### src/rtl/lsu_mem_port.sv
// lsu_mem_port: load/store unit between execute and the data memory.
// Takes the ALU result as an effective address for memory alucodes, runs one
// req/ack bus cycle, and returns aligned, sign/zero-extended load data.
// Non-memory alucodes pass addr straight through as the response.
//
// Ports:
//   clk, rst          clock, synchronous active-high reset
//   req_valid/ready   request handshake from execute (ready only in IDLE)
//   alucode, addr     operation code and effective address / pass-through
//   store_data        rs2 value for stores
//   resp_*            one-cycle response pulse with data and error flags
//   mem_*             data-memory bus (request held until mem_ack)
module lsu_mem_port #(
    parameter int unsigned TIMEOUT_CYCLES = 255
) (
    input  logic        clk,
    input  logic        rst,
    input  logic        req_valid,
    output logic        req_ready,
    input  logic [5:0]  alucode,
    input  logic [31:0] addr,
    input  logic [31:0] store_data,
    output logic        resp_valid,
    output logic [31:0] resp_data,
    output logic        resp_misalign,
    output logic        resp_bus_err,
    output logic        mem_req,
    output logic        mem_we,
    output logic [31:0] mem_addr,
    output logic [3:0]  mem_wstrb,
    output logic [31:0] mem_wdata,
    input  logic        mem_ack,
    input  logic [31:0] mem_rdata
);

    // Memory alucodes, same encoding as define.vh.
    localparam logic [5:0] ALU_LB  = 6'd9;
    localparam logic [5:0] ALU_LH  = 6'd10;
    localparam logic [5:0] ALU_LW  = 6'd11;
    localparam logic [5:0] ALU_LBU = 6'd12;
    localparam logic [5:0] ALU_LHU = 6'd13;
    localparam logic [5:0] ALU_SB  = 6'd14;
    localparam logic [5:0] ALU_SH  = 6'd15;
    localparam logic [5:0] ALU_SW  = 6'd16;

    typedef enum logic [1:0] {IDLE, MEM_WAIT, RESP} state_t;

    state_t      state_reg, state_next;
    logic        req_ready_reg, req_ready_next;
    logic        resp_valid_reg, resp_valid_next;
    logic [31:0] resp_data_reg, resp_data_next;
    logic        resp_misalign_reg, resp_misalign_next;
    logic        resp_bus_err_reg, resp_bus_err_next;
    logic        mem_req_reg, mem_req_next;
    logic        mem_we_reg, mem_we_next;
    logic [31:0] mem_addr_reg, mem_addr_next;
    logic [3:0]  mem_wstrb_reg, mem_wstrb_next;
    logic [31:0] mem_wdata_reg, mem_wdata_next;
    logic [31:0] cnt_reg, cnt_next;
    logic [5:0]  op_reg, op_next;
    logic [1:0]  off_reg, off_next;

    // Request decode
    logic is_load, is_store, is_mem, misalign, accept;
    logic [3:0]  sb_wstrb, sh_wstrb, st_wstrb;
    logic [31:0] sb_wdata, sh_wdata, st_wdata;

    assign is_load  = (alucode >= ALU_LB) && (alucode <= ALU_LHU);
    assign is_store = (alucode >= ALU_SB) && (alucode <= ALU_SW);
    assign is_mem   = is_load || is_store;
    assign accept   = req_valid && req_ready_reg;

    always_comb begin
        misalign = 1'b0;
        case (alucode)
            ALU_LH, ALU_LHU, ALU_SH: misalign = addr[0];
            ALU_LW, ALU_SW:          misalign = (addr[1:0] != 2'b00);
            default:                 misalign = 1'b0;
        endcase
    end

    // Per-lane store strobes and replicated data.
    generate
        for (genvar gi = 0; gi < 4; gi++) begin : g_lane
            assign sb_wstrb[gi]        = (addr[1:0] == 2'(gi));
            assign sh_wstrb[gi]        = (addr[1] == 1'(gi / 2));
            assign sb_wdata[gi*8 +: 8] = store_data[7:0];
            assign sh_wdata[gi*8 +: 8] = store_data[(gi % 2)*8 +: 8];
        end
    endgenerate

    always_comb begin
        st_wstrb = 4'b1111;
        st_wdata = store_data;
        if (alucode == ALU_SB) begin
            st_wstrb = sb_wstrb;
            st_wdata = sb_wdata;
        end else if (alucode == ALU_SH) begin
            st_wstrb = sh_wstrb;
            st_wdata = sh_wdata;
        end
    end

    // Load extraction from the acked word, using the latched op and offset.
    logic [7:0]  ld_byte;
    logic [15:0] ld_half;
    logic [31:0] ld_result;

    assign ld_byte = mem_rdata[{off_reg, 3'b000} +: 8];
    assign ld_half = off_reg[1] ? mem_rdata[31:16] : mem_rdata[15:0];

    always_comb begin
        case (op_reg)
            ALU_LB:  ld_result = {{24{ld_byte[7]}}, ld_byte};
            ALU_LBU: ld_result = {24'd0, ld_byte};
            ALU_LH:  ld_result = {{16{ld_half[15]}}, ld_half};
            ALU_LHU: ld_result = {16'd0, ld_half};
            ALU_LW:  ld_result = mem_rdata;
            default: ld_result = 32'd0;   // stores respond with 0
        endcase
    end

    // Timeout fires on the cycle the incremented count reaches the limit,
    // so mem_req stays high for exactly TIMEOUT_CYCLES cycles.
    logic [31:0] cnt_inc;
    logic        timeout_hit;
    assign cnt_inc     = cnt_reg + 32'd1;
    assign timeout_hit = (TIMEOUT_CYCLES != 0) && (cnt_inc == TIMEOUT_CYCLES);

    // State and output registers
    always_ff @(posedge clk) begin
        if (rst) begin
            state_reg         <= IDLE;
            req_ready_reg     <= 1'b1;
            resp_valid_reg    <= 1'b0;
            resp_data_reg     <= 32'd0;
            resp_misalign_reg <= 1'b0;
            resp_bus_err_reg  <= 1'b0;
            mem_req_reg       <= 1'b0;
            mem_we_reg        <= 1'b0;
            mem_addr_reg      <= 32'd0;
            mem_wstrb_reg     <= 4'd0;
            mem_wdata_reg     <= 32'd0;
            cnt_reg           <= 32'd0;
            op_reg            <= 6'd0;
            off_reg           <= 2'd0;
        end else begin
            state_reg         <= state_next;
            req_ready_reg     <= req_ready_next;
            resp_valid_reg    <= resp_valid_next;
            resp_data_reg     <= resp_data_next;
            resp_misalign_reg <= resp_misalign_next;
            resp_bus_err_reg  <= resp_bus_err_next;
            mem_req_reg       <= mem_req_next;
            mem_we_reg        <= mem_we_next;
            mem_addr_reg      <= mem_addr_next;
            mem_wstrb_reg     <= mem_wstrb_next;
            mem_wdata_reg     <= mem_wdata_next;
            cnt_reg           <= cnt_next;
            op_reg            <= op_next;
            off_reg           <= off_next;
        end
    end

    // Next-state logic
    always_comb begin
        state_next = state_reg;
        case (state_reg)
            IDLE: begin
                if (accept)
                    state_next = (is_mem && !misalign) ? MEM_WAIT : RESP;
            end
            MEM_WAIT: begin
                if (mem_ack || timeout_hit)
                    state_next = RESP;
            end
            RESP:    state_next = IDLE;
            default: state_next = IDLE;
        endcase
    end

    // Registered-output next values
    always_comb begin
        req_ready_next     = (state_next == IDLE);
        resp_valid_next    = 1'b0;
        resp_data_next     = 32'd0;
        resp_misalign_next = 1'b0;
        resp_bus_err_next  = 1'b0;
        mem_req_next       = mem_req_reg;
        mem_we_next        = mem_we_reg;
        mem_addr_next      = mem_addr_reg;
        mem_wstrb_next     = mem_wstrb_reg;
        mem_wdata_next     = mem_wdata_reg;
        cnt_next           = cnt_reg;
        op_next            = op_reg;
        off_next           = off_reg;
        case (state_reg)
            IDLE: begin
                if (accept) begin
                    op_next  = alucode;
                    off_next = addr[1:0];
                    cnt_next = 32'd0;
                    if (is_mem && !misalign) begin
                        mem_req_next   = 1'b1;
                        mem_we_next    = is_store;
                        mem_addr_next  = {addr[31:2], 2'b00};
                        mem_wstrb_next = is_store ? st_wstrb : 4'd0;
                        mem_wdata_next = is_store ? st_wdata : 32'd0;
                    end else if (is_mem) begin
                        resp_valid_next    = 1'b1;
                        resp_misalign_next = 1'b1;
                    end else begin
                        resp_valid_next = 1'b1;
                        resp_data_next  = addr;
                    end
                end
            end
            MEM_WAIT: begin
                cnt_next = cnt_inc;
                if (mem_ack || timeout_hit) begin
                    mem_req_next      = 1'b0;
                    mem_we_next       = 1'b0;
                    mem_addr_next     = 32'd0;
                    mem_wstrb_next    = 4'd0;
                    mem_wdata_next    = 32'd0;
                    resp_valid_next   = 1'b1;
                    // ack takes priority over a simultaneous timeout
                    resp_data_next    = mem_ack ? ld_result : 32'd0;
                    resp_bus_err_next = !mem_ack;
                end
            end
            default: ;
        endcase
    end

    assign req_ready     = req_ready_reg;
    assign resp_valid    = resp_valid_reg;
    assign resp_data     = resp_data_reg;
    assign resp_misalign = resp_misalign_reg;
    assign resp_bus_err  = resp_bus_err_reg;
    assign mem_req       = mem_req_reg;
    assign mem_we        = mem_we_reg;
    assign mem_addr      = mem_addr_reg;
    assign mem_wstrb     = mem_wstrb_reg;
    assign mem_wdata     = mem_wdata_reg;

endmodule
### config.mk
export PLATFORM = sky130hd
export DESIGN_NAME = lsu_mem_port
export DESIGN_NICKNAME = d
export VERILOG_FILES = /design/src/rtl/lsu_mem_port.sv
export SDC_FILE = /design/constraint.sdc
export NUM_CORES = 1
export LEC_CHECK = 0
export CORE_MARGIN = 5
export CORE_UTILIZATION = 43
export CTS_CLUSTER_SIZE = 12
export DETAILED_ROUTE_END_ITERATION = 6
export PLACE_DENSITY = 0.77
export SYNTH_ARGS = -nofsm -noshare
export SYNTH_HDL_FRONTEND = slang
export SYNTH_SLANG_ARGS = --single-unit
export TNS_END_PERCENT = 20
### constraint.sdc
create_clock -name clk -period 3.2 [get_ports clk]
set_input_delay 0.32 -clock clk [delete_from_list [all_inputs] [get_ports clk]]
set_output_delay 0.32 -clock clk [all_outputs]
set_load 0.05 [all_outputs]
After elaboration in Yosys (flattened, before gate mapping)
Index checks and enable logic that the tools add are counted.
- ROM bits: 0
- register bits after elaboration: 148
- bits in latches: 0
- output and inout port bits: 106
- RAM bits: 0
- bits of input ports: 106
- memories: 0
- multiply operators: 0
- div/mod/pow operators: 0
- $lt $le $gt $ge: 4
- shift operators: 1
- mux-type cells: 44
- reduce and logical (&&, ||, !) cells: 20
- bitwise operators: 5
- equality and inequality tests: 19
- add/sub/neg operators: 1
- operator list (kind ; count):
    $mux 32 ; 14
    $pmux 32 s2 ; 4
    $pmux 32 s5 ; 1
    $eq 6x4->1 const B ; 10
    $add 32x1->32 const B ; 1
    $eq 32x8->1 const B ; 1
    $shiftx 32x6->8 ; 1
    $mux 4 ; 6
    $mux 16 ; 1
    $ge 6x4->1 const B ; 2
    $mux 1 ; 9
    $pmux 1 s2 ; 4
    $pmux 4 s2 ; 1
    $eq 6x5->1 const B ; 1
    $le 6x4->1 const B ; 1
    $le 6x5->1 const B ; 1
    $logic_not 2->1 ; 3
    $mux 2 ; 3
    $ne 2x2->1 const B ; 3
    $reduce_or 3->1 ; 2
    $not 1->1 ; 5
    $eq 2x1->1 const B ; 2
    $eq 2x2->1 const B ; 2
    $logic_and 1x1->1 ; 4
    8 further kinds ; 12

Longest topological paths before layout
- depth after elaboration: 9
- mapped depth: 13

Worst setup path after synthesis
No wires, ideal clock.
- kind: reg2reg
- start: reg cnt_reg[0]
- end: reg mem_addr_reg[23] (netlist: mem_addr[23])
- data arrival time: 2938 ps
- slack: 145 ps
- library setup time: 117 ps
- stages on the path, launching flop included: 14
- path through: dfxtp_1 > ha_1 > buf_2 > nand3_1 > or4_1 > clkbuf_1 > o31a_1 > a211oi_2 > nand3_1 > nor4_2 > o32ai_1 > buf_4 > buf_6 > a22o_1
- cells in the longest elaborated chain, start to end: 5
- ends and longest elaborated chain (item ; RTL line ; text):
    start, declared ; 59 ; logic [31:0] cnt_reg, cnt_next;
    start signal, assigned ; 159 ; cnt_reg <= cnt_next;
    $add 32x1->32 ; 127 ; assign cnt_inc = cnt_reg + 32'd1;
    $eq 32x8->1 ; 128 ; assign timeout_hit = (TIMEOUT_CYCLES != 0) && (cnt_inc == TIMEOUT_CYCLES);
    $logic_or 1x1->1 ; 220 ; if (mem_ack || timeout_hit) begin
    $ne 2x2->1 (no source line) ; n/a ;
    $reduce_and 4->1 (no source line) ; n/a ;
    end signal, assigned ; 156 ; mem_addr_reg <= mem_addr_next;
    end, declared ; 56 ; logic [31:0] mem_addr_reg, mem_addr_next;
Every way passes these cells.
A chain may end at the register's enable or synchronous reset.

Final worst setup path
- start: reg cnt_reg[3]
- end: reg mem_addr_reg[24] (netlist: mem_addr[24])
The elaborated chain is that of the path after synthesis.

==> summary.md <==
| Metric | Value |
|---|---|
| Result of the run | completed |
| GPL Wtd Cong | 0.9005 |
| Power Density | 447.8 nW/um2 |
| Vias/cell | 5.752 |
| Peak supply drop | 0.0004503 V |
| Remaining global-route overflow | 0 |
| Post-synthesis cell area | 7072 um2 |
| Total Routing Usage GR | 23.70% |
| Die X | 138.2 um |
| CTS tree | done |
| DRT Wirelength | 23.57 mm |
| Starting density of the core | 44.20% |
| Yosys cell types | 61 |
| Share of cells above drive strength 1 | 9.143% |
| Crit-path slowest cell | or3_1 |
| Critical path class | reg -> reg |
| RSZ-0062 raised after global routing | no |
| Slowest stage delay, CP | 460 ps |
| Max_cap viols | 0 |
| I/O pin count | 212 |
| Final Skew | 8.069 ps |
| # setup viols final | 0 |
| DR iter-0 viols | 683 |
| Warnings, synthesis | 0 |
| Vias | 7294 |
| Area after DPL | 9432 um2 |
| Setup bufs post-CTS | 0 |
| Vias in the first global route | 6779 |
| Top Family by Delay on Critical Path | simple AND/OR/NAND/NOR gates |
| R2r startpoint | cnt_reg[3] |
| Synth area leaders | dfxtp_1 (41%), a22o_1 (5.7%), a21oi_1 (5.7%) |
| Initial antenna violation count | 2 |
| 1st-pass router iterations | 6 |
| Largest net degree at the start of global routing | 43 |
| Critical path endpoint category | flip-flop |
| Final Cycle Share | 93.17% |
| Slew margin rel. | 50.41% |
| Data arrival time of the critical path | 3350 ps |
| Setup TNS Final | 0 ps |
| Post-route ant nets | 0 |
| Flip-flop and latch count after synthesis | 146 |
| Startpoint types | flip-flop |
| Final nets | 1145 |
| Tightest Pin Transition | 743.9 ps |
| Clock network latency to the later pin of the worst-skew pair | 420 ps |
| Core box area | 16000 um2 |
| Most frequent cells in the layout | clkdlybuf4s50_1 (208), dfxtp_1 (146), nor2_1 (88), nand2_1 (85), a21oi_1 (80) |
| Row Count | 46 |
| Post-synth EDFFs | 0 |
| Clock Pin Slew Worst Setup and Hold Paths | 60 ps |
| DR WL/cell | 18.59 um |
| # fillers | 1361 |
| Area grow syn2layout | 41.93% |
| Largest area contributor in the netlist | dfxtp_1 |
| Synth Flop Type | dfxtp_1 |
| Max Fclk | 335.4 MHz |
| Post-Syn Area per Cell | 8.310 um2 |
| TritonCTS Buffers | 17 |
| CP dominant cell by count | buf_4 |
| Critical Path RT | 3560 ps |
| Synth top area share | 41.33% |
| Commonest non-fill, non-tap cell in the layout | clkdlybuf4s50_1 |
| Worst-path cell chain | nand4_1 > buf_4 > or3_1 > nor4b_4 > mux2_2 > nand2b_1 > nor4_2 > buf_4 > o32ai_4 > buf_12 > a22o_1 |
| Die height | 138.2 um |
| Dpl hpwl | 17.01 mm |
| Port buffer count | 209 |
| Startpoint of the worst hold path | rst |
| Final Hold Viols | 0 |
| Mapped Cells | 851 |
| Hold Slack | 348.2 ps |
| HP Class | in -> reg |
| Drc violations | 0 |
| Critical path buffers and inverters | 3 |
| P_leak | 3.576 nW |
| Clk sink count | 146 |
| Final Critical Period | 2981 ps |
| Final slew viol count | 0 |
| Crit path from | cnt_reg[3] |
| Maximum buffer depth of the clock tree | 2 |
| Clock root buffer | clkbuf_16 |
| CTS H-tree lvls | 4 |
| Sequential-to-total area share from yosys stat | 41.33% |
| Reg2Reg Setup Slack | 220 ps |
| Asr flop ratio synth | 0% |
| Wire length of the first global-routing pass | 37.36 mm |
| Crit Path Max Fanout | 39 |
| Final instance area | 10040 um2 |
| DIE AREA | 19110 um2 |
==> per-stage QoR <==
| step | utilization [%] | std cells | setup WS (ps) | total power [mW] |
|---|---|---|---|---|
| 2_1_floorplan | - | 852 | 145.4 | 2.268 |
| 3_3_place_gp | 58.95 | 1234 | 224.9 | 2.563 |
| 3_5_place_dp | 58.95 | 1234 | 202.9 | 2.570 |
| 4_1_cts | 62.56 | 1266 | 193.0 | 4.510 |
| 5_1_grt | 62.73 | 1268 | 3.366 | 4.634 |
| 6_report | 62.73 | 1268 | 218.6 | 4.494 |
==> cell type report <==
type	count	area [um2]	share of cell area [%]
clock buffer	20	456.7	4.550
sequential	146	2923	29.12
tap	216	270.3	2.693
clock inverter	12	121.4	1.209
inverter	3	11.26	0.1122
multi-input combinational	620	3837	38.23
antenna	2	5.005	0.04986
timing repair buffer	249	2412	24.03
==> synth_stat cells, types with 7 or more instances <==
cell type and count:
mux2i_1 26, xor2_1 7, o21ai_0 33, a21oi_1 80
o2bb2ai_1 20, clkbuf_1 62, nand2_1 85, dfxtp_1 146
or4_1 10, and2_1 7, nor2b_1 8, nor4_1 13
nand4_1 17, a222oi_1 8, nor3_1 24, a311oi_1 9
buf_2 8, nor2_1 89, a22o_1 46, mux2_2 9
a2bb2oi_1 16, a31oi_1 21, nand3_1 21
==> worst reg2reg max path, stage by stage (launching register included) <==
cell,delay (ps)
dfxtp_1,440
nand4_1,170
buf_4,210
or3_1,460
nor4b_4,360
mux2_2,410
nand2b_1,90
nor4_2,40
buf_4,150
o32ai_4,160
buf_12,250
a22o_1,200
==> power by group <==
| part | switching, mW | internal [mW] | total (mW) |
|---|---|---|---|
| sequential | 0.0280 | 1.86 | 1.89 |
| combinational | 0.371 | 0.274 | 0.645 |
| clock | 0.831 | 1.13 | 1.96 |
==> worst paths after layout <==
check / depth (start not counted) / to
setup / recovery: 11 / mem_addr[24]
hold / removal: 2 / mem_req
setup reg to reg: 11 / mem_addr[24]
hold reg to reg: 1 / mem_we
==> cell families (layout without fill, tap and decap cells) <==
logic type,after synthesis,in the layout,synth area share (%)
XOR/XNOR,12,12,1.486
adder cells (fa/ha/maj),2,2,0.3538
flip-flops,146,146,41.33
buffers and inverters,86,284,5.131
AO/OA/AOI/OAI,261,261,25.50
other,1,4,0.05303
AND/OR/NAND/NOR,308,308,21.04
multiplexers,35,35,5.113
==> layer usage <==
layer	vias to the layer above	wire length (um)	global-route usage (%)
li1	3518	-	-
met1	3405	9986	30.70
met2	326	10840	37.23
met3	45	2041	6.552
met4	0	701	10.09
met5	-	0	0
==> timing repair <==
action | CTS | global route
endpoints found under the setup margin | 0 | 65
resized for setup | 0 | 4
hold buffers | 0 | 0
Power figures use the tool's default switching activity.
